===== config.mk =====
export PLATFORM = sky130hd
export DESIGN_NAME = calc_btn_cond
export DESIGN_NICKNAME = d
export VERILOG_FILES = /design/src/rtl/calc_btn_cond.sv
export SDC_FILE = /design/constraint.sdc
export NUM_CORES = 1
export LEC_CHECK = 0
export ABC_AREA = 0
export BUFFER_PORTS_ARGS = -buffer_cell sky130_fd_sc_hd__buf_2
export CORE_MARGIN = 2
export CORE_UTILIZATION = 54
export CTS_CLUSTER_SIZE = 28
export DETAILED_ROUTE_END_ITERATION = 6
export PLACE_DENSITY = 0.81
export SLEW_MARGIN = 10
export SYNTH_ARGS = -nofsm -noshare
export SYNTH_HDL_FRONTEND = slang
export SYNTH_SLANG_ARGS = --single-unit

===== constraint.sdc =====
create_clock -name clk -period 4.4 [get_ports clk]
set_clock_uncertainty 0.15 [all_clocks]
set_input_delay 0.44 -clock clk [delete_from_list [all_inputs] [get_ports clk]]
set_output_delay 0.44 -clock clk [all_outputs]
set_load 0.1 [all_outputs]

===== src/rtl/calc_btn_cond.sv =====
// calc_btn_cond: synchronizes switches, debounces buttons, and issues one enter strobe per btnd press with a coherent op/operand snapshot
module calc_btn_cond #(
    parameter int SYNC_STAGES = 2,
    parameter int DB_CYCLES   = 1000000
) (
    input  logic        clk,
    input  logic        btnu,
    input  logic        btnc_raw,
    input  logic        btnl_raw,
    input  logic        btnr_raw,
    input  logic        btnd_raw,
    input  logic [15:0] sw_raw,
    output logic        btnc,
    output logic        btnl,
    output logic        btnr,
    output logic        btnd,
    output logic [15:0] sw,
    output logic        busy
);
    localparam int CNT_W = $clog2(DB_CYCLES + 1);
    localparam logic [CNT_W-1:0] LAST = CNT_W'(DB_CYCLES - 1);

    logic [SYNC_STAGES-1:0][19:0] syncPipe;
    logic [3:0]                   btnSync;
    logic [15:0]                  swSync;
    logic [3:0][CNT_W-1:0]        cnt;
    logic [3:0]                   dbLevel;
    logic                         dPrev;
    logic                         enterRise;

    assign {btnSync, swSync} = syncPipe[SYNC_STAGES-1];
    assign busy              = |cnt;
    assign enterRise         = dbLevel[3] & ~dPrev;

    // Shift raw buttons {d,r,l,c} and switches through the synchronizer chain
    always_ff @(posedge clk or posedge btnu)
        if (btnu) syncPipe <= '0;
        else      syncPipe <= {syncPipe[SYNC_STAGES-2:0], {btnd_raw, btnr_raw, btnl_raw, btnc_raw, sw_raw}};

    // Per-button debounce: a nonzero counter means a level change is being qualified
    always_ff @(posedge clk or posedge btnu)
        if (btnu) begin
            cnt     <= '0;
            dbLevel <= '0;
        end else begin
            for (int i = 0; i < 4; i++) begin
                if (btnSync[i] == dbLevel[i]) begin
                    cnt[i] <= '0;
                end else if (cnt[i] == LAST) begin
                    cnt[i]     <= '0;
                    dbLevel[i] <= ~dbLevel[i];
                end else begin
                    cnt[i] <= cnt[i] + 1'b1;
                end
            end
        end

    // Strobe one cycle after debounced enter rises and snapshot op bits and operand on that same edge
    always_ff @(posedge clk or posedge btnu)
        if (btnu) begin
            dPrev <= 1'b0;
            btnd  <= 1'b0;
            btnc  <= 1'b0;
            btnl  <= 1'b0;
            btnr  <= 1'b0;
            sw    <= '0;
        end else begin
            dPrev <= dbLevel[3];
            btnd  <= enterRise;
            if (enterRise) begin
                btnc <= dbLevel[0];
                btnl <= dbLevel[1];
                btnr <= dbLevel[2];
                sw   <= swSync;
            end
        end
endmodule

==> qor.csv, run 1 <==
stage;metric;value;unit
outcome;outcome;completed;
floorplanning;I/O pins;43;
drt;M1 wire length;5150;µm
layout;Nets;651;
timing;Peak Freq;300;MHz
drt;initial DRC count;298;
layout;Diodes inserted;0;
layout;P&R area growth vs syn;18.6;%
timing;post-route setup slack;1.06;ns
clock_tree;Longest Clk Path Bufs;2;
critical_path;Worst EP required;3.81;ns
timing;Setup Viol. Count Final;0;
floorplanning;core area;10900;µm²
placement;routability cong.;0.808;
drt;1st-pass router iterations;5;
power_and_ir_drop;PwrDens;391;nW/µm²
critical_path;critical path arrival;2.75;ns
synthesis;Yosys warnings;0;
clock_tree;total CTS buffers;17;
clock_tree;Post-CTS Setup Bufs;0;
timing;Tcrit/Tclk final;75.9;%
floorplanning;DIE WIDTH;111;µm
clock_tree;clk_lat worst skew;0.42;ns
drt;Antenna Nets Post-Route;0;
floorplanning;Initial Utilization;56.1;%
clock_tree;post-CTS resize count;0;
floorplanning;row cnt;38;
clock_tree;CTS Hold Bufs;20;
synthesis;syn nets;582;
drt;met3 routed WL;464;µm
timing;Final Hold Violating Endpoints;0;
critical_path;CP startpoint kind;flop;
clock_tree;Clock Tree Root;clkbuf_16;
grt;initial antenna violation count;0;
drt;DRC Markers;0;
timing;hold slack;0.104;ns
critical_path;reg2reg setup slack;1.98;ns
timing;setup TNS;0;ns
placement;Post-DP Area;6500;µm²
synthesis;part of the Yosys area used for sequential elements;59.2;%
drt;final WL;12700;µm
drt;DR WL/cell;16.5;µm
synthesis;post-synthesis register bit count;145;
placement;HPWL Detailed;8070;µm
grt;vias in the first global route;4549;
layout;most common cell after layout, fill and taps aside;dfrtp_1;
timing;RSZ-0062 raised after global routing;false;
critical_path;CP Capture Point;busy;
critical_path;critical path class;reg -> out;
layout;Final Cell Area;7270;µm²
critical_path;CP startpoint;cnt[28];
drt;routed vias;4459;
power_and_ir_drop;static leakage;3.14;nW
flow_run;max_cap viols;0;
drt;max layer used;met4;
timing;worst rel slew slack;30.4;%
synthesis;Cell variety after synth;41;
clock_tree;# clock sinks;145;
critical_path;RR Endpoint;cnt[18];
drt;routed wl met2;6770;µm
timing;Slew Limit Fails;0;
grt;total gr overflow;0;
critical_path;crit path capture type;output port;
critical_path;CP max FO;6;
critical_path;Worst Reg-to-Reg Cells;5;
placement;Port Buffer Count;42;
layout;most frequent cells in the layout;dfrtp_1 (145), nor2_1 (66), buf_2 (42);
timing;Worst-Margin Slew;1.04;ns
clock_tree;clock transition at the registers of the reported paths;0.06;ns
floorplanning;Die H;111;µm
drt;number of vias per cell;5.77;
grt;total track usage;22.4;%
grt;pin count of the biggest net entering global routing;146;
clock_tree;CTS tree;done;
power_and_ir_drop;Max VDD drop;0.000220;V
hold_path;min-delay worst type;in -> async;
synthesis;cell count after synthesis;552;
floorplanning;die area;12200;µm²
synthesis;syn avg cell area;11.1;µm²
layout;layout cells sized above 1;19.3;%
layout;fin util;66.5;%
placement;Place WS;1.50;ns
clock_tree;H-tree depth;4;
critical_path;RR Startpoint;cnt[0];
timing;min cycle time layout;3.34;ns
grt;first-pass GRT wire length;21900;µm
synthesis;Mapped Area;6130;µm²
==> sequential cells by signal (all words and copies together), names as in the netlist <==
register / cells
btnSync: 4
btnc: 1
btnd: 1
btnl: 1
btnr: 1
cnt: 80
dPrev: 1
dbLevel: 4
sw: 16
swSync: 16
syncPipe: 20
==> stage by stage <==
step / std cells / total power, mW
3_3_place_gp: 722 / 1.49
4_1_cts: 773 / 2.85
3_5_place_dp: 722 / 1.50
2_1_floorplan: 552 / 1.46
6_report: 773 / 2.84
5_1_grt: 773 / 2.93
==> cell usage after synthesis (all sizes together) <==
cell / number / share of area, %
or4: 14 / 1.7
nor2: 66 / 4.0
o31ai: 11 / 1.4
or3: 9 / 0.98
mux2i: 3 / 0.49
or2: 8 / 0.82
or3b: 2 / 0.29
clkbuf: 11 / 0.69
nor4bb: 1 / 0.16
nor4: 25 / 2.6
nor4b: 3 / 0.43
xnor2: 40 / 5.7
nand4bb: 1 / 0.18
o41ai: 1 / 0.14
and3: 2 / 0.20
inv: 27 / 1.7
nand4: 17 / 1.8
o21ai: 12 / 0.98
nor2b: 1 / 0.10
dfrtp: 145 / 59
and4: 1 / 0.14
a21oi: 20 / 1.6
nor3: 22 / 1.8
xor2: 13 / 1.9
mux2: 23 / 4.2
nand2: 29 / 1.8
buf: 5 / 0.47
o21ba: 1 / 0.16
nand3: 29 / 2.4
o21a: 1 / 0.12
ha: 8 / 1.6
a31o: 1 / 0.14
==> power by group <==
group / total (mW) / internal (mW) / switching (mW)
logic: 0.105 / 0.0404 / 0.0649
clock network: 1.35 / 0.781 / 0.574
registers: 1.38 / 1.36 / 0.0196
total: 2.84 / 2.18 / 0.658
==> worst max-delay path, stage by stage, from the launching register on <==
cell and delay, ns:
dfrtp_1 0.44, nor4_1 0.42, nand2_1 0.11, or4_1 0.50, or4_1 0.54, buf_2 0.32
==> worst min-delay path by stage <==
stage / from / to / slack, ns / depth (start not counted)
after floorplan: syncPipe[16] / btnSync[0] / 0.18 / 0
after global placement: syncPipe[11] / swSync[11] / 0.18 / 0
after detailed placement: syncPipe[18] / btnSync[2] / 0.18 / 0
after CTS: btnu / swSync[6] / 0.16 / 3
after global routing: btnu / syncPipe[3] / 0.18 / 3
final: btnu / syncPipe[11] / 0.10 / 3
==> cell type report <==
type / count / area (µm²)
well taps: 140 / 175
flip-flops and latches: 145 / 3630
fillers: 765 / 3670
inverters: 27 / 105
clock buffers: 17 / 425
multi-input cells: 364 / 2350
clock inverters: 14 / 135
repair buffers: 66 / 453
==> layer usage <==
metal	GRT usage (%)	up-vias
met1	27.4	2239
met2	38.2	122
met4	9.92	0
li1	-	2066
met3	4.77	32
met5	0	-
==> cells by family after synthesis <==
logic type | share of synthesized area [%]
adder cells (fa/ha/maj) | 1.63
flip-flops | 59.2
multiplexers | 4.71
XOR/XNOR | 7.57
AND/OR/NAND/NOR | 19.5
AO/OA/AOI/OAI | 4.61
buffers and inverters | 2.82
Power figures use the tool's default switching activity.
==> run 2, diff against run 1 <==
--- a/config.mk
+++ b/config.mk
@@ -8,10 +8,10 @@
 export ABC_AREA = 0
 export BUFFER_PORTS_ARGS = -buffer_cell sky130_fd_sc_hd__buf_2
 export CORE_MARGIN = 2
-export CORE_UTILIZATION = 54
+export CORE_UTILIZATION = 60
 export CTS_CLUSTER_SIZE = 28
 export DETAILED_ROUTE_END_ITERATION = 6
-export PLACE_DENSITY = 0.81
+export PLACE_DENSITY = 0.85
 export SLEW_MARGIN = 10
 export SYNTH_ARGS = -nofsm -noshare
 export SYNTH_HDL_FRONTEND = slang
==> constraint.sdc (replaced) <==
create_clock -name clk -period 3.2 [get_ports clk]
set_clock_uncertainty 0.15 [all_clocks]
set_input_delay 0.32 -clock clk [delete_from_list [all_inputs] [get_ports clk]]
set_output_delay 0.32 -clock clk [all_outputs]
set_load 0.1 [all_outputs]
==> qor.csv, run 2 (same netlist as run 1, synthesis figures left out) <==
stage;metric;value;unit
outcome;outcome;completed;
drt;Antenna Nets Post-Route;0;
timing;worst rel slew slack;55.2;%
critical_path;Top delay family on crit path;simple AND/OR/NAND/NOR gates;
timing;Tcrit/Tclk final;99.1;%
critical_path;max incr delay on CP;0.55;ns
hold_path;hold_sp;syncPipe[14];
placement;Port Buffer Count;42;
layout;most frequent cells in the layout;dfrtp_1 (145), nor2_1 (66), buf_2 (41);
layout;Nets;659;
grt;first-pass GRT wire length;22200;µm
timing;Slew Limit Fails;0;
hold_path;hold-critical path depth;0;
critical_path;Worst EP required;2.73;ns
clock_tree;Clock Tree Root;clkbuf_8;
clock_tree;clock transition at the registers of the reported paths;0.06;ns
layout;most common cell after layout, fill and taps aside;dfrtp_1;
critical_path;crit-path cells;nor4_2 -> nand2_1 -> or4_1 -> or4_4 -> buf_12;
grt;initial antenna violation count;0;
layout;filler cell count;587;
placement;HPWL Detailed;8180;µm
grt;total track usage;25.9;%
critical_path;CP max FO;5;
timing;post-route setup slack;0.0281;ns
timing;setup TNS;0;ns
drt;initial DRC count;339;
clock_tree;clk_lat worst skew;0.53;ns
placement;Post-DP Area;6530;µm²
layout;layout cells sized above 1;20.7;%
power_and_ir_drop;overall power;3.99;mW
hold_path;min-delay worst type;reg -> reg;
timing;Peak Freq;315;MHz
timing;min cycle time layout;3.17;ns
drt;DR WL/cell;17.3;µm
floorplanning;die area;11000;µm²
layout;max FFs per register;80;
floorplanning;Initial Utilization;62.2;%
layout;Diodes inserted;0;
critical_path;RR Startpoint;cnt[20];
placement;Place WS;0.382;ns
drt;DRC Markers;0;
grt;vias in the first global route;4600;
drt;routed vias;4568;
floorplanning;Die H;105;µm
critical_path;Worst Reg-to-Reg Cells;6;
hold_path;Worst Hold Path EP;swSync[14];
timing;Final Hold Violating Endpoints;0;
layout;Final Cell Area;7410;µm²
critical_path;CP startpoint kind;flop;
placement;DP Cell Count;720;
critical_path;crit path capture type;output port;
critical_path;crit path max-delay cell type;or4_4;
power_and_ir_drop;Max VDD drop;0.000400;V
layout;Largest regs;cnt x80, syncPipe x20;
floorplanning;row cnt;36;
timing;RSZ-0062 raised after global routing;true;
timing;Setup Viol. Count Final;0;
layout;P&R area growth vs syn;20.8;%
placement;routability cong.;0.846;
floorplanning;core area;9860;µm²
clock_tree;# clock sinks;145;
grt;total gr overflow;0;
floorplanning;DIE WIDTH;105;µm
timing;hold slack;0.195;ns
drt;1st-pass router iterations;6;
layout;fin util;75.1;%
floorplanning;I/O pins;43;
clock_tree;Longest Clk Path Bufs;2;
power_and_ir_drop;PwrDens;539;nW/µm²
clock_tree;CTS tree;done;
drt;number of vias per cell;5.90;
layout;Cell Count, Final, Fillers Out;774;
clock_tree;total CTS buffers;17;
power_and_ir_drop;static leakage;3.22;nW
clock_tree;H-tree depth;4;
grt;pin count of the biggest net entering global routing;49;
critical_path;reg2reg setup slack;0.56;ns
timing;Worst-Margin Slew;0.668;ns
critical_path;Buf/Inv on CP;1;
drt;final WL;13400;µm
critical_path;critical path arrival;2.70;ns
critical_path;RR Endpoint;cnt[28];
layout;register bank with the most flops;cnt;
critical_path;critical path class;reg -> out;
flow_run;max_cap viols;0;
run 2: cell count changes in the layout (fill, tap and decap cells not counted), sizes merged:
| cell | before | now |
|---|---|---|
| clkinvlp | 5 | 4 |
| clkinv | 6 | 5 |
| dlygate4sd3 | 20 | 21 |
| inv | 29 | 28 |
| clkbuf | 17 | 18 |
| buf | 46 | 53 |
| bufinv | 1 | 3 |
run 2: where the power goes:
part	total [mW]	internal, mW	leakage, nW	switching, mW
combinational	0.157	0.0632	1.02	0.0933
clock	1.93	1.18	0.277	0.751
sequential	1.90	1.87	1.92	0.0282
total	3.99	3.12	3.22	0.872
run 2: area by class of cell:
| cell class | count | area [µm²] | share of cell area [%] |
|---|---|---|---|
| sequential | 145 | 3630 | 49.0 |
| timing repair buffer | 74 | 531 | 7.16 |
| clock buffer | 18 | 418 | 5.64 |
| tap | 133 | 166 | 2.25 |
| multi-input combinational | 364 | 2390 | 32.3 |
| inverter | 27 | 105 | 1.42 |
| clock inverter | 13 | 163 | 2.20 |
run 2: how the worst max path moves through the flow:
stage                  from  slack [ns]    to  depth (start not counted)
floorplan           cnt[32]        0.49  busy                          4
global placement    cnt[12]        0.48  busy                          5
detailed placement  cnt[55]        0.38  busy                          5
CTS                 cnt[12]        0.03  busy                          5
global route        cnt[11]       -0.06  busy                          5
finish              cnt[11]        0.03  busy                          5
run 2: timing repair:
item | CTS | global route
setup buffers | 0 | 2
pin swaps | 0 | 2
endpoints found under the hold margin | 41 | 0
hold buffers | 21 | 0
resized for setup | 9 | 3
endpoints found under the setup margin | 1 | 1
run 2: layer usage:
metal | track usage [%] | part of all wire (%) | vias to the layer above
li1 | - | - | 2098
met1 | 31.7 | 41 | 2238
met2 | 42.4 | 51 | 184
met3 | 8.42 | 5.5 | 48
met4 | 10.8 | 3.3 | 0
met5 | 0 | 0 | -
run 2: worst register-to-register path: cells and delay by family, from the launching register on:
family	cells	cell delay, ns
and+or+nand+nor	3	0.80
adders and majority gates	1	0.23
DFF	1	0.44
AOI/OAI and AO/OA	1	0.61
buffers and inverters	1	0.30
==> run 3, diff against run 2 <==
--- a/config.mk
+++ b/config.mk
@@ -5,7 +5,7 @@
 export SDC_FILE = /design/constraint.sdc
 export NUM_CORES = 1
 export LEC_CHECK = 0
-export ABC_AREA = 0
+export ABC_AREA = 1
 export BUFFER_PORTS_ARGS = -buffer_cell sky130_fd_sc_hd__buf_2
 export CORE_MARGIN = 2
 export CORE_UTILIZATION = 60
==> qor.csv, run 3 <==
stage;metric;value;unit
layout;Largest regs;cnt x80, syncPipe x20;
grt;first-pass GRT wire length;25800;µm
drt;DR WL/cell;15.1;µm
layout;Diodes inserted;0;
clock_tree;Post-CTS Setup Bufs;0;
grt;initial antenna violation count;0;
layout;Nets;902;
layout;most common cell after layout, fill and taps aside;nor2_1;
clock_tree;CTS tree;done;
synthesis;Synth Flop Type;dfrtp_1;
synthesis;Cell variety after synth;27;
clock_tree;# clock sinks;145;
clock_tree;clk_lat worst skew;0.55;ns
synthesis;number of synthesized flops with an enable pin;0;
timing;worst rel slew slack;64.4;%
critical_path;CP max FO;3;
synthesis;synth top area cells;dfrtp_1 (54%), nor2_1 (10%), nand2_1 (9.8%);
power_and_ir_drop;PwrDens;496;nW/µm²
grt;total gr overflow;0;
placement;HPWL Detailed;10100;µm
synthesis;Synth top area share;53.9;%
clock_tree;total CTS buffers;17;
timing;post-route setup slack;0.631;ns
synthesis;post-synthesis register bit count;145;
synthesis;Mapped Area;6730;µm²
critical_path;CP startpoint kind;flop;
layout;P&R area growth vs syn;17.5;%
layout;max FFs per register;80;
synthesis;part of the Yosys area used for sequential elements;53.9;%
timing;setup TNS;0;ns
grt;total track usage;28.5;%
critical_path;critical path class;reg -> out;
clock_tree;post-CTS resize count;0;
synthesis;syn nets;821;
critical_path;Worst EP required;2.73;ns
critical_path;crit path capture type;output port;
timing;RSZ-0062 raised after global routing;false;
layout;register bank with the most flops;cnt;
clock_tree;Longest Clk Path Bufs;2;
clock_tree;Clock Tree Root;clkbuf_8;
grt;pin count of the biggest net entering global routing;74;
drt;Antenna Nets Post-Route;0;
synthesis;ys async rst share;100;%
timing;Setup Viol. Count Final;0;
floorplanning;I/O pins;43;
floorplanning;row cnt;38;
grt;vias in the first global route;5364;
clock_tree;clock transition at the registers of the reported paths;0.07;ns
timing;Peak Freq;389;MHz
timing;Final Hold Violating Endpoints;0;
drt;1st-pass router iterations;6;
power_and_ir_drop;Max VDD drop;0.000512;V
power_and_ir_drop;static leakage;3.67;nW
synthesis;Yosys warnings;0;
floorplanning;Initial Utilization;61.8;%
floorplanning;core area;10900;µm²
timing;Worst-Margin Slew;0.533;ns
synthesis;top-count cell post-synth;nor2_1;
floorplanning;DIE WIDTH;110;µm
drt;initial DRC count;404;
timing;min cycle time layout;2.57;ns
synthesis;Synth top cells by count;nor2_1 (179), nand2_1 (175), dfrtp_1 (145);
synthesis;syn avg cell area;8.50;µm²
drt;DRC Markers;0;
hold_path;min-delay worst type;reg -> reg;
floorplanning;Die H;110;µm
drt;final WL;15500;µm
drt;number of vias per cell;5.40;
synthesis;post-synth top area cell;dfrtp_1;
clock_tree;H-tree depth;4;
timing;Tcrit/Tclk final;80.3;%
flow_run;max_cap viols;0;
drt;routed vias;5533;
timing;Slew Limit Fails;0;
layout;layout cells sized above 1;15.1;%
placement;Port Buffer Count;42;
layout;most frequent cells in the layout;nor2_1 (179), nand2_1 (175), dfrtp_1 (145);
placement;routability cong.;0.940;
placement;Place WS;1.24;ns
timing;hold slack;0.195;ns
outcome;outcome;completed;
critical_path;critical path arrival;2.10;ns
floorplanning;die area;12100;µm²
synthesis;cell count after synthesis;791;
## run 3: changes by cell type after synthesis, sizes merged, moves of 23 or more
cell | before | now
nor2 | 66 | 199
nand2 | 29 | 187
xnor2 | 40 | 9
nand3 | 29 | 67
inv | 27 | 78
nor4 | 25 | 0
mux2 | 23 | 0
## run 3: worst max-delay path, cell delays in order, from the launching register on
cell	delay (ns)
dfrtp_1	0.40
inv_1	0.13
ha_1	0.17
nand3_1	0.11
nor2_1	0.14
nand2_1	0.07
nor2_1	0.13
nand3_1	0.09
buf_2	0.30
## run 3: repair_timing
| item | CTS | global route |
|---|---|---|
| endpoints found under the setup margin | 0 | 0 |
| hold buffers | 21 | 0 |
| endpoints found under the hold margin | 41 | 0 |
## run 3: path summary, 6_finish.rpt
kind | cells past startpoint | from | endpoint | slack (ns)
worst min-delay path | 0 | syncPipe[13] | swSync[13] | 0.19
worst max-delay path | 8 | cnt[0] | busy | 0.63
min in group asynchronous | 3 | btnu | btnd | 0.22
max in group asynchronous | 4 | btnu | dbLevel[2] | 1.95
worst max register to register | 8 | cnt[60] | cnt[65] | 1.43
worst min register to register | 0 | syncPipe[13] | swSync[13] | 0.19
## run 3: power breakdown
group          leakage, nW  total (mW)  internal, mW  switching, mW
Sequential            1.92        1.90          1.87         0.0245
Clock                0.266        1.86          1.00          0.864
Combinational         1.48       0.160        0.0589          0.101
## run 3: logic make-up after synthesis
group / synth area share (%)
xor gates and xnor gates: 5.65
DFF: 53.9
AOI/OAI and AO/OA: 2.70
and+or+nand+nor: 31.7
adders and majority gates: 1.49
buffers and inverters: 4.54
## run 3: cell type report
type                            instances  area [µm²]
Timing Repair Buffer                   65         460
Fill cell                             774        2980
Tap cell                              140         175
Clock buffer                           18         428
Inverter                               78         297
Multi-Input combinational cell        565        2790
Sequential cell                       145        3630
Clock inverter                         14         124
## run 3: per-layer routing
| layer | track usage [%] | vias to the layer above | routed length (µm) |
|---|---|---|---|
| met4 | 11.8 | 0 | 517 |
| met5 | 0 | - | 0 |
| met1 | 35.1 | 2621 | 6220 |
| li1 | - | 2631 | - |
| met3 | 8.65 | 48 | 1030 |
| met2 | 46.9 | 233 | 7690 |
## run 3: metrics by stage
stage               util, %  cell area, µm²  power [mW]  cells
floorplan                 -            6730        2.01    791
global route           72.6            7910        4.04   1025
detailed placement     65.6            7140        2.07    972
CTS                    72.6            7910        3.93   1025
global placement       65.6            7140        2.06    972
finish                 72.6            7910        3.92   1025
